**config.mk**
```make
export PLATFORM = sky130hd
export DESIGN_NAME = peripheral_uart_rx_flat
export DESIGN_NICKNAME = d
export VERILOG_FILES = /design/src/rtl/peripheral_uart_rx_if.sv /design/src/rtl/peripheral_uart_rx.sv /design/src/flat_wrapper.sv
export SDC_FILE = /design/constraint.sdc
export NUM_CORES = 1
export LEC_CHECK = 0
export CORE_ASPECT_RATIO = 0.5
export CORE_UTILIZATION = 50
export DETAILED_ROUTE_END_ITERATION = 7
export MAX_ROUTING_LAYER = met4
export PLACE_DENSITY = 0.69
export SLEW_MARGIN = 20
export SYNTH_ARGS = -nofsm -noshare
export SYNTH_HDL_FRONTEND = slang
export SYNTH_SLANG_ARGS = --single-unit
```
**constraint.sdc**
```tcl
create_clock -name clk -period 10.95 [get_ports clk]
set_input_delay 2.19 -clock clk [delete_from_list [all_inputs] [get_ports clk]]
set_output_delay 2.19 -clock clk [all_outputs]
set_load 0.02 [all_outputs]
```
**src/rtl/peripheral_uart_rx_if.sv**
```systemverilog
// -----------------------------------------------------------------------------
// peripheral_uart_rx_if
//   J1 I/O bus connection for the UART receiver peripheral.
//
//   d_in   [15:0]  write data from the CPU
//   cs             chip select from the top-level address decoder
//   addr   [3:0]   register offset (j1_io_addr[3:0])
//   rd             read strobe
//   wr             write strobe
//   d_out  [15:0]  read data returned by the peripheral
//
//   master : CPU / decoder side
//   slave  : peripheral side
// -----------------------------------------------------------------------------
interface peripheral_uart_rx_if;
    logic [15:0] d_in;
    logic        cs;
    logic [3:0]  addr;
    logic        rd;
    logic        wr;
    logic [15:0] d_out;

    modport master (
        output d_in,
        output cs,
        output addr,
        output rd,
        output wr,
        input  d_out
    );

    modport slave (
        input  d_in,
        input  cs,
        input  addr,
        input  rd,
        input  wr,
        output d_out
    );
endinterface

```
**src/rtl/peripheral_uart_rx.sv**
```systemverilog
// -----------------------------------------------------------------------------
// peripheral_uart_rx
//   Memory-mapped UART receiver on the J1 I/O bus. The asynchronous serial
//   line is synchronised, 8N1 frames are deserialised by a small FSM that
//   samples each bit at its midpoint, and received bytes are buffered in a
//   2**FIFO_AW entry FIFO that firmware drains by polling.
//
//   Ports
//     clk       system clock
//     rst       synchronous active-high reset
//     bus       J1 peripheral bus (slave side): d_in, cs, addr, rd, wr, d_out
//     uart_rx   asynchronous serial input, idle high
//     rx_avail  high while the FIFO holds at least one byte
//
//   Register map (addr)
//     0x0 DATA   R  {8'h00, head}; a read pops one byte when non-empty,
//                   an empty read returns 0 and does not pop
//     0x2 STATUS R  [0] not_empty [1] full [2] overrun [3] frame_err
//                   [4+FIFO_AW:4] count; no side effects
//     0x4 CTRL   W  [0] clear overrun/frame_err, [1] flush FIFO
//
//   clkFreq/baudRate must be at least 4 so that the half-bit wait and the
//   full-bit wait are distinct, non-zero intervals.
// -----------------------------------------------------------------------------
module peripheral_uart_rx #(
    parameter int clkFreq  = 100000000,
    parameter int baudRate = 115200,
    parameter int FIFO_AW  = 4
) (
    input  logic                  clk,
    input  logic                  rst,
    peripheral_uart_rx_if.slave   bus,
    input  logic                  uart_rx,
    output logic                  rx_avail
);

    localparam int BIT_DIV = clkFreq / baudRate;
    localparam int HALF    = BIT_DIV / 2;
    localparam int DEPTH   = 2 ** FIFO_AW;
    localparam int CNT_W   = $clog2(BIT_DIV);

    localparam logic [CNT_W-1:0]   CNT_HALF = CNT_W'(HALF - 1);
    localparam logic [CNT_W-1:0]   CNT_LAST = CNT_W'(BIT_DIV - 1);
    localparam logic [FIFO_AW:0]   CNT_FULL = (FIFO_AW + 1)'(DEPTH);

    localparam logic [3:0] ADDR_DATA   = 4'h0;
    localparam logic [3:0] ADDR_STATUS = 4'h2;
    localparam logic [3:0] ADDR_CTRL   = 4'h4;

    typedef enum logic [1:0] {
        IDLE  = 2'd0,
        START = 2'd1,
        DATA  = 2'd2,
        STOP  = 2'd3
    } state_t;

    // -------------------------------------------------------------------------
    // Input synchroniser: rx_sync_p0 may go metastable, rxs is the clean copy.
    // Both reset high so a reset never manufactures a start bit.
    // -------------------------------------------------------------------------
    logic rx_sync_p0;
    logic rxs;

    always_ff @(posedge clk) begin
        if (rst) begin
            rx_sync_p0 <= 1'b1;
            rxs        <= 1'b1;
        end else begin
            rx_sync_p0 <= uart_rx;
            rxs        <= rx_sync_p0;
        end
    end

    // -------------------------------------------------------------------------
    // Receiver FSM
    // -------------------------------------------------------------------------
    state_t           state;
    logic [CNT_W-1:0] cnt;
    logic [2:0]       bidx;
    logic [7:0]       shift;
    logic             bit_end;

    assign bit_end = (cnt == CNT_LAST);

    always_ff @(posedge clk) begin
        if (rst) begin
            state <= IDLE;
            cnt   <= '0;
            bidx  <= '0;
            shift <= '0;
        end else begin
            case (state)
                IDLE: begin
                    cnt <= '0;
                    if (!rxs) begin
                        state <= START;
                    end
                end

                // Re-check the line half a bit later; a short low pulse is
                // dropped silently instead of being treated as a frame.
                START: begin
                    if (cnt == CNT_HALF) begin
                        cnt   <= '0;
                        bidx  <= '0;
                        state <= rxs ? IDLE : DATA;
                    end else begin
                        cnt <= cnt + 1'b1;
                    end
                end

                // From here every sample lands one full bit after the
                // mid-start point, i.e. in the middle of each data bit.
                DATA: begin
                    if (bit_end) begin
                        cnt         <= '0;
                        shift[bidx] <= rxs;
                        if (bidx == 3'd7) begin
                            state <= STOP;
                        end else begin
                            bidx <= bidx + 1'b1;
                        end
                    end else begin
                        cnt <= cnt + 1'b1;
                    end
                end

                // Leaving at mid-stop lets a following start bit be caught
                // even when frames are sent back to back.
                STOP: begin
                    if (bit_end) begin
                        cnt   <= '0;
                        state <= IDLE;
                    end else begin
                        cnt <= cnt + 1'b1;
                    end
                end

                default: begin
                    state <= IDLE;
                    cnt   <= '0;
                end
            endcase
        end
    end

    // -------------------------------------------------------------------------
    // FIFO request decode
    // -------------------------------------------------------------------------
    logic [7:0]       mem [DEPTH];
    logic [FIFO_AW-1:0] wr_ptr;
    logic [FIFO_AW-1:0] rd_ptr;
    logic [FIFO_AW:0]   count;
    logic             overrun;
    logic             frame_err;

    logic not_empty;
    logic full;
    logic push_req;
    logic ferr_set;
    logic pop_req;
    logic ctrl_wr;
    logic flush;
    logic clr;
    logic push_ok;
    logic pop_ok;
    logic ovr_set;

    assign not_empty = (count != '0);
    assign full      = (count == CNT_FULL);

    assign push_req  = (state == STOP) && bit_end && rxs;
    assign ferr_set  = (state == STOP) && bit_end && !rxs;

    assign pop_req   = bus.cs && bus.rd && (bus.addr == ADDR_DATA) && not_empty;
    assign ctrl_wr   = bus.cs && bus.wr && (bus.addr == ADDR_CTRL);
    assign flush     = ctrl_wr && bus.d_in[1];
    assign clr       = ctrl_wr && bus.d_in[0];

    // A simultaneous pop frees the slot, so a push into a full FIFO is still
    // accepted in that cycle. Flush overrides both sides.
    assign push_ok   = push_req && (!full || pop_req) && !flush;
    assign pop_ok    = pop_req && !flush;
    assign ovr_set   = push_req && full && !pop_req && !flush;

    logic unused_d_in;
    assign unused_d_in = ^bus.d_in[15:2];

    // -------------------------------------------------------------------------
    // FIFO storage (data only, not reset)
    // -------------------------------------------------------------------------
    always_ff @(posedge clk) begin
        if (push_ok) begin
            mem[wr_ptr] <= shift;
        end
    end

    // -------------------------------------------------------------------------
    // FIFO pointers, occupancy and sticky flags
    // -------------------------------------------------------------------------
    always_ff @(posedge clk) begin
        if (rst) begin
            wr_ptr    <= '0;
            rd_ptr    <= '0;
            count     <= '0;
            overrun   <= 1'b0;
            frame_err <= 1'b0;
        end else begin
            if (flush) begin
                wr_ptr <= '0;
                rd_ptr <= '0;
                count  <= '0;
            end else begin
                if (push_ok) begin
                    wr_ptr <= wr_ptr + 1'b1;
                end
                if (pop_ok) begin
                    rd_ptr <= rd_ptr + 1'b1;
                end
                case ({push_ok, pop_ok})
                    2'b10:   count <= count + 1'b1;
                    2'b01:   count <= count - 1'b1;
                    default: count <= count;
                endcase
            end

            // A new error event in the same cycle as a clear keeps the flag.
            overrun   <= ovr_set  | (overrun   & ~clr);
            frame_err <= ferr_set | (frame_err & ~clr);
        end
    end

    // -------------------------------------------------------------------------
    // Read mux
    // -------------------------------------------------------------------------
    logic [15:0] status;

    always_comb begin
        status                  = '0;
        status[0]               = not_empty;
        status[1]               = full;
        status[2]               = overrun;
        status[3]               = frame_err;
        status[4 +: FIFO_AW+1]  = count;
    end

    always_comb begin
        bus.d_out = '0;
        case (bus.addr)
            ADDR_DATA: begin
                if (not_empty) begin
                    bus.d_out = {8'h00, mem[rd_ptr]};
                end
            end
            ADDR_STATUS: bus.d_out = status;
            default:     bus.d_out = '0;
        endcase
    end

    assign rx_avail = not_empty;

endmodule
```
**src/flat_wrapper.sv**
```systemverilog
// flat-port wrapper written by rule: the top's interface ports become plain ports
module peripheral_uart_rx_flat 
#(
    parameter int clkFreq  = 100000000,
    parameter int baudRate = 115200,
    parameter int FIFO_AW  = 4
)
  (clk, rst, uart_rx, rx_avail, bus_d_in, bus_cs, bus_addr, bus_rd, bus_wr, bus_d_out);
  peripheral_uart_rx_if bus_i ();
  input  logic clk;
  input  logic rst;
  input  logic uart_rx;
  output logic rx_avail;
  input wire logic [$bits(bus_i.d_in)-1:0] bus_d_in;
  input wire logic [$bits(bus_i.cs)-1:0] bus_cs;
  input wire logic [$bits(bus_i.addr)-1:0] bus_addr;
  input wire logic [$bits(bus_i.rd)-1:0] bus_rd;
  input wire logic [$bits(bus_i.wr)-1:0] bus_wr;
  output wire logic [$bits(bus_i.d_out)-1:0] bus_d_out;
  assign bus_i.d_in = bus_d_in;
  assign bus_i.cs = bus_cs;
  assign bus_i.addr = bus_addr;
  assign bus_i.rd = bus_rd;
  assign bus_i.wr = bus_wr;
  assign bus_d_out = bus_i.d_out;
  peripheral_uart_rx #(.clkFreq(clkFreq), .baudRate(baudRate), .FIFO_AW(FIFO_AW)) u_core (.clk(clk), .rst(rst), .bus(bus_i), .uart_rx(uart_rx), .rx_avail(rx_avail));
endmodule
```
==> results.json, run 1 <==
{
  "start_util_pct": 51.2,
  "synth_common_cells": "edfxtp_1 (128), dfxtp_1 (44), nor2_1 (39)",
  "worstReg2RegEnd": "u_core.count[4]$_SDFFE_PP0P_",
  "crit_path_max_fanout": 7,
  "ys_ff_latch": 172,
  "relSlewSlack_pct": 32.8,
  "max_freq_ghz": 0.142,
  "regToRegSetupSlack_ps": 6950,
  "fin_crit_ps": 7030,
  "min_to": "u_core.rxs$_SDFF_PP1_",
  "grt_pass1_wl_um": 22500,
  "final_cell_count_no_fill": 745,
  "cts_max_path_buffers": 2,
  "io_pins": 43,
  "rsz0062_at_grt": "no",
  "netlist_instances": 518,
  "path_class": "primary input to primary output",
  "finalPower_w": 0.00128,
  "worstReg2RegStart": "u_core.cnt[3]$_SDFF_PP0_",
  "insertion_delay_ps": 440,
  "grt_usage_pct": 20.8,
  "io_buffers": 21,
  "clock_sinks": 172,
  "grt_max_degree": 33,
  "synth-edff-count": 128,
  "num_rows": 31,
  "maxSlewViolCount": 0,
  "die_w_um": 174,
  "final.period_utilization_pct": 64.2,
  "peakVddDrop_mv": 0.113,
  "crit_start": "bus_addr[1]",
  "drt-initial-drc-count": 392,
  "whs_path_depth": 1,
  "synth_largest_area_cell": "edfxtp_1",
  "startpoint_type": "primary input",
  "drc": 0,
  "reg2regPathDepth": 10,
  "ys_types": 56,
  "cts_setup_buffers": 0,
  "die_area_um2": 15300,
  "coreArea_um2": 14500,
  "worst_slew_pin_slew_ps": 1000,
  "required_ps": 8760,
  "arrival_ps": 4840,
  "hold_path_class": "flip-flop to flip-flop",
  "syn_area_um2": 7400,
  "nNetsFinal": 573,
  "drive_gt1_share_pct": 15.2,
  "dieHeight_um": 88.1,
  "regArea_um2": 4730,
  "fin_worst_skew_ps": 16.6,
  "wire_per_inst_um": 19.4,
  "post-place-cells": 713,
  "clk_pin_slew_ps": 70,
  "grt.overflow.total": 0,
  "dr.pass1.iters": 4,
  "synth_top_area_share_pct": 51.9,
  "p_per_area_nw_per_um2": 154,
  "status": "finished clean",
  "place_hpwl_um": 9670,
  "cts_resized": 0,
  "wl_um": 14500,
  "cts_buffers": 17,
  "fill_cells": 1124,
  "cts_root_buffer": "clkbuf_16",
  "tritoncts": "yes",
  "diodes": 0,
  "async_flop_share_pct": 0,
  "area_growth_pct": 12.6,
  "grt_pass1_vias": 4064,
  "hold_viol": 0,
  "yosysWarnings": 0,
  "postRouteAntennaNets": 0,
  "multi_input_area_um2": 2500,
  "yosys-top-cells-area": "edfxtp_1 (52%), dfxtp_1 (12%), mux4_2 (9.1%), ha_1 (2.2%), mux2i_1 (2.2%)",
  "maxCapViolCount": 0,
  "yosysSeqAreaShare_pct": 63.8,
  "hp-start": "u_core.rx_sync_p0$_SDFF_PP1_",
  "cellLeakagePower_nw": 2.68,
  "antenna_found_initial": 0,
  "hold_buffers": 0,
  "dr_total_vias": 4304,
  "syn_avg_cell_area_um2": 14.3,
  "place.gp.congestion": 0.795,
  "setup_tns_ps": 0,
  "finalSetupViolCount": 0,
  "yosysMostFrequentCell": "edfxtp_1",
  "routed_via_density": 5.78,
  "ys.flop_type": "edfxtp_1",
  "h-tree-depth": 4,
  "crit_path_end_kind": "primary output"
}
## per-stage QoR
step | hold WS [ps] | util [%] | instance area, um2 | worst slack, ps
CTS | 411 | 57.6 | 8330 | 4000
global placement | 395 | 53.6 | 7760 | 4120
global route | 423 | 57.6 | 8340 | 3790
finish | 410 | 57.6 | 8340 | 3920
detailed placement | 394 | 53.6 | 7760 | 4010
floorplan | 389 | - | 7430 | 5330
## power by group
| part | switching [W] | leakage [nW] | internal [W] | total (W) |
|---|---|---|---|---|
| logic | 0.00000781 | 0.861 | 0.00000551 | 0.0000133 |
| clock network | 0.000272 | 0.274 | 0.000303 | 0.000575 |
| registers | 0.00000133 | 1.54 | 0.000691 | 0.000692 |
| total | 0.000281 | 2.68 | 0.000999 | 0.00128 |
## routing by layer
metal / GRT usage [%] / vias to the layer above / wire length (um)
met1: 29.0 / 2126 / 6920
met2: 30.4 / 123 / 6560
met3: 4.73 / 14 / 835
li1: - / 2041 / -
met5: - / - / 0
met4: 6.78 / 0 / 166
## worst max-delay path, stage by stage
cell             delay, ps
clkdlybuf4s50_1        480
nor4_1                 750
o211ai_1               400
o22ai_1                300
a21o_1                 110
clkdlybuf4s50_1        600
## cell families (layout without fill, tap and decap cells)
group,Yosys count,in the layout,synth area share [%]
flops,172,172,63.8
simple gates,147,147,11.0
compound gates,77,77,6.76
mux,50,50,11.9
buf+inv,46,69,2.91
fa+ha+maj,13,13,2.20
xor+xnor,12,12,1.42
other cells,1,7,0.0506
## flip-flops by register name, indices dropped and copies added, names as in the netlist, named ones only
name	flops
u_core.mem	128
u_core.cnt	10
u_core.shift	8
u_core.count	5
u_core.rd_ptr	4
u_core.wr_ptr	4
u_core.bidx	3
u_core.frame_err	1
u_core.overrun	1
u_core.rx_sync_p0	1
u_core.rxs	1
u_core.state	1
## layout by cell type (no fill, tap or decap), types with 5 or more instances in the layout
master,n
ha_1,13
nor3_1,6
nand2b_1,6
inv_1,11
a21oi_1,22
nand4b_1,7
conb_1,7
inv_6,6
edfxtp_1,128
dfxtp_1,42
nor2_1,39
o22ai_1,9
nand3_1,22
nand4_1,13
nand2_1,13
o31ai_1,8
nor2b_1,5
xor2_1,5
a21o_1,8
o21ai_0,11
buf_4,5
xnor2_1,7
clkdlybuf4s50_1,21
clkbuf_16,17
mux4_2,30
mux2i_1,16
## layout make-up
cell class,count,share of cell area (%)
flip-flops and latches,172,56.7
inverters,11,0.495
well taps,198,2.97
multi-input cells,306,30.0
repair buffers,26,2.97
clock buffers,18,5.15
clock inverters,14,1.71
## how the worst max path moves through the flow
| stage | to | slack [ps] |
|---|---|---|
| global placement | bus_d_out[6] | 4120 |
| global route | bus_d_out[4] | 3790 |
| floorplan | bus_d_out[1] | 5330 |
| CTS | bus_d_out[6] | 4000 |
| detailed placement | bus_d_out[6] | 4010 |
| finish | bus_d_out[6] | 3920 |
(Power assumes the default switching activity.)
==> run 2: changes to the inputs <==
Clock period 10.95 ns to 6.75 ns, I/O delays scaled along.
==> run 2 against run 1 <==
  * Flip-flop and latch count did not move
  * Critical path depth is the same
  * Register-to-register slack worse by 4100 ps
  * Cell count stayed put
  * Clock-buffer cell count is the same
  * Via count rose by 2.6%
  * Global-route usage is 0.45 points higher
  * Sequential share of layout area barely moved
  * Clock power rose by 65%
  * Non-clock buffer count unchanged
  * First-iteration DRC count is 13% lower
  * Combinational power rose by 62%
  * Largest cell class unchanged
==> results.json, run 2 (synthesis gave the netlist of run 1 again) <==
{
  "wl_um": 14800,
  "layout_commonest_cell": "edfxtp_1",
  "grt_pass1_vias": 4140,
  "cts_root_buffer": "clkbuf_16",
  "cts_max_path_buffers": 2,
  "dieHeight_um": 88.1,
  "nNetsFinal": 573,
  "place_ws_ps": 1380,
  "crit_path_max_fanout": 7,
  "post-place-cells": 713,
  "startpoint_type": "primary input",
  "grt.overflow.total": 0,
  "h-tree-depth": 4,
  "clk_pin_slew_ps": 70,
  "max_freq_ghz": 0.185,
  "grt_usage_pct": 21.3,
  "fin_crit_ps": 5410,
  "fin_worst_skew_ps": 14.0,
  "diodes": 0,
  "drive_gt1_share_pct": 15.2,
  "final_util_pct": 57.7,
  "die_w_um": 174,
  "peakVddDrop_mv": 0.166,
  "cts_resized": 0,
  "hold_viol": 0,
  "area_growth_pct": 12.7,
  "final_cell_count_no_fill": 745,
  "required_ps": 5400,
  "grt_pass1_wl_um": 23100,
  "drt-initial-drc-count": 343,
  "hold_path_class": "flip-flop to flip-flop",
  "dr.pass1.iters": 6,
  "largest_reg_flops": 128,
  "layout_common_cells": "edfxtp_1 (128), dfxtp_1 (42), nor2_1 (39)",
  "hold_buffers": 0,
  "cellLeakagePower_nw": 2.68,
  "maxCapViolCount": 0,
  "insertion_delay_ps": 440,
  "die_area_um2": 15300,
  "grt_max_degree": 23,
  "reg.largest.list": "u_core.mem: 128 flops, u_core.cnt: 10 flops, u_core.shift: 8 flops",
  "maxSlewViolCount": 0,
  "wire_per_inst_um": 19.8,
  "placed_cell_area_um2": 7760,
  "tritoncts": "yes",
  "clock_sinks": 172,
  "layout_setup_ws_ps": 1340,
  "io_pins": 43,
  "path_class": "primary input to primary output",
  "place.gp.congestion": 0.788,
  "worst_slew_pin_slew_ps": 1090,
  "final.period_utilization_pct": 80.2,
  "cts_buffers": 17,
  "arrival_ps": 4060,
  "dr_total_vias": 4416,
  "drc": 0,
  "io_buffers": 21,
  "final_area_um2": 8340,
  "rsz0062_at_grt": "no",
  "relSlewSlack_pct": 27.5,
  "setup_tns_ps": 0,
  "postRouteAntennaNets": 0,
  "routed_via_density": 5.93,
  "regMostFlops": "u_core.mem",
  "place_hpwl_um": 9850,
  "num_rows": 31,
  "antenna_found_initial": 0,
  "status": "finished clean",
  "fill_cells": 1102,
  "crit_path_end_kind": "primary output",
  "p_per_area_nw_per_um2": 251,
  "finalSetupViolCount": 0,
  "coreArea_um2": 14500,
  "cts_setup_buffers": 0,
  "start_util_pct": 51.2
}
## run 2: layout make-up
class / instances / area (um2) / area share, %
multi-input combinational: 306 / 2500 / 30.0
clock inverter: 14 / 146 / 1.75
sequential: 172 / 4730 / 56.7
inverter: 11 / 41.3 / 0.495
clock buffer: 18 / 429 / 5.14
tap: 198 / 248 / 2.97
timing repair buffer: 26 / 248 / 2.97
## run 2: power by group
part | leakage (nW) | switching, W | internal, W
clock | 0.281 | 0.000452 | 0.000495
sequential | 1.54 | 0.00000219 | 0.00112
combinational | 0.861 | 0.0000127 | 0.00000895
## run 2: critical path, stage by stage
cell             delay [ps]
clkdlybuf4s50_1         480
nor4_1                  670
o211ai_1                440
o22ai_1                 400
a21o_1                  120
clkdlybuf4s50_1         590
## run 2: through the flow
step                      hold slack [ps]  power, W
final                                 413   0.00209
after global routing                  454   0.00215
after CTS                             416   0.00210
after detailed placement              399   0.00117
after global placement                394   0.00117
after floorplan                       389   0.00116
## run 2: worst paths after layout
check        cells past startpoint                         start                           end  slack, ps
min reg2reg                      1  u_core.rx_sync_p0$_SDFF_PP1_         u_core.rxs$_SDFF_PP1_        410
max                              6                   bus_addr[1]                  bus_d_out[1]       1340
min                              1  u_core.rx_sync_p0$_SDFF_PP1_         u_core.rxs$_SDFF_PP1_        410
max reg2reg                     10      u_core.cnt[3]$_SDFF_PP0_  u_core.count[4]$_SDFFE_PP0P_       2810
## run 2: per-layer routing
layer  track usage, %  routed length [um]  up-vias
met5                -                   0        -
met4             7.50                 238        0
met3             5.90                1130       19
met2             31.6                6610      145
met1             28.2                6790     2208
li1                 -                   -     2044
==> run 3: changes to the inputs <==
Clock period 6.75 ns to 5.1 ns, I/O delays scaled along.
==> run 3 against run 2 <==
  * Largest power group unchanged
  * Combinational power grew 35%
  * Cell count grew 0.54%
  * Sequential share of layout area shrank 0.41 points
  * Global-route usage shrank 0.36 points
  * Utilization grew 0.41 points
  * Highest routed layer unchanged
  * First-iteration DRC count shrank 14%
==> results.json, run 3 (synthesis gave the netlist of run 1 again) <==
{
  "dr_total_vias": 4338,
  "postRouteAntennaNets": 0,
  "relSlewSlack_pct": 33.5,
  "layout_common_cells": "edfxtp_1 (128), dfxtp_1 (43), nor2_1 (39)",
  "io_buffers": 21,
  "coreArea_um2": 14500,
  "cts_max_path_buffers": 2,
  "cts_resized": 0,
  "path_delay_family": "buffers and inverters",
  "die_w_um": 174,
  "whs_path_depth": 1,
  "clock_sinks": 172,
  "wl_um": 14600,
  "rsz0062_at_grt": "no",
  "tritoncts": "yes",
  "max_freq_ghz": 0.238,
  "p_per_area_nw_per_um2": 335,
  "cpPeakStageDelay_ps": 590,
  "hp-start": "u_core.rx_sync_p0$_SDFF_PP1_",
  "insertion_delay_ps": 420,
  "crit_path_max_fanout": 7,
  "cts_setup_buffers": 0,
  "worstReg2RegStart": "u_core.count[1]$_SDFFE_PP0P_",
  "drive_gt1_share_pct": 15.4,
  "reg2regPathDepth": 10,
  "startpoint_type": "primary input",
  "die_area_um2": 15300,
  "grt_pass1_vias": 4099,
  "arrival_ps": 3190,
  "clk_pin_slew_ps": 70,
  "num_rows": 31,
  "largest_reg_flops": 128,
  "wire_per_inst_um": 19.5,
  "place_ws_ps": 686,
  "place.gp.congestion": 0.856,
  "critPathBufInv": 3,
  "multi_input_area_um2": 2490,
  "hold_path_class": "flip-flop to flip-flop",
  "crit_top_cell": "clkdlybuf4s50_1",
  "fin_worst_skew_ps": 14.4,
  "hold_buffers": 0,
  "routed_via_density": 5.79,
  "reg.largest.list": "u_core.mem: 128 flops, u_core.cnt: 10 flops, u_core.shift: 8 flops",
  "h-tree-depth": 4,
  "cts_root_buffer": "clkbuf_16",
  "maxSlewViolCount": 0,
  "io_pins": 43,
  "finalSetupViolCount": 0,
  "regArea_um2": 4730,
  "fill_cells": 1116,
  "crit_path_end_kind": "primary output",
  "dieHeight_um": 88.1,
  "peakVddDrop_mv": 0.233,
  "diodes": 0,
  "grt.overflow.total": 0,
  "setup_tns_ps": 0,
  "place_hpwl_um": 9900,
  "layout_setup_ws_ps": 892,
  "nNetsFinal": 577,
  "grt_pass1_wl_um": 22800,
  "cellLeakagePower_nw": 2.71,
  "path_class": "primary input to primary output",
  "layout_commonest_cell": "edfxtp_1",
  "antenna_found_initial": 0,
  "cts_buffers": 17,
  "required_ps": 4080,
  "path_cells": "clkdlybuf4s50_1, nor4_1, buf_4, o211ai_1, o22ai_1, a21o_1, clkdlybuf4s50_1",
  "area_growth_pct": 13.5,
  "maxCapViolCount": 0,
  "final.period_utilization_pct": 82.5,
  "worst_slew_pin_slew_ps": 997,
  "dr.pass1.iters": 4,
  "hold_viol": 0,
  "start_util_pct": 51.2,
  "drt-initial-drc-count": 295,
  "crit_path_top_delay_cell": "clkdlybuf4s50_1",
  "status": "finished clean",
  "crit_start": "bus_addr[1]",
  "cp.depth": 7,
  "grt_max_degree": 33,
  "grt_usage_pct": 20.9,
  "drc": 0,
  "fin_crit_ps": 4210,
  "regMostFlops": "u_core.mem"
}
[run 3: metrics by stage]
stage               hold WS [ps]  std cells  total power [W]  instance area, um2  utilization (%)
finish                       417        749          0.00281                8400             58.1
floorplan                    389        524          0.00154                7430                -
global route                 433        749          0.00289                8400             58.1
global placement             404        717          0.00155                7790             53.9
detailed placement           401        717          0.00155                7800             53.9
CTS                          418        749          0.00283                8400             58.1
[run 3: metal layers]
layer / track usage (%) / vias to the layer above / part of all wire, %
li1: - / 2054 / -
met1: 28.6 / 2162 / 47
met2: 32.1 / 113 / 48
met3: 3.78 / 9 / 5.0
met4: 6.54 / 0 / 0.72
met5: - / - / 0
[run 3: final timing paths]
kind	slack [ps]	endpoint
min reg2reg	420	u_core.rxs$_SDFF_PP1_
min	420	u_core.rxs$_SDFF_PP1_
max reg2reg	1280	u_core.count[4]$_SDFFE_PP0P_
max	890	bus_d_out[4]
[run 3: cell type report]
class	instances	share of cell area, %
sequential	172	56.2
clock buffer	19	5.39
tap	198	2.95
inverter	11	0.491
clock inverter	13	1.79
timing repair buffer	30	3.45
multi-input combinational	306	29.7
[run 3: power by group]
part | internal (W) | switching [W]
sequential | 0.00148 | 0.00000293
clock | 0.000721 | 0.000577
combinational | 0.0000121 | 0.0000171
total | 0.00222 | 0.000597
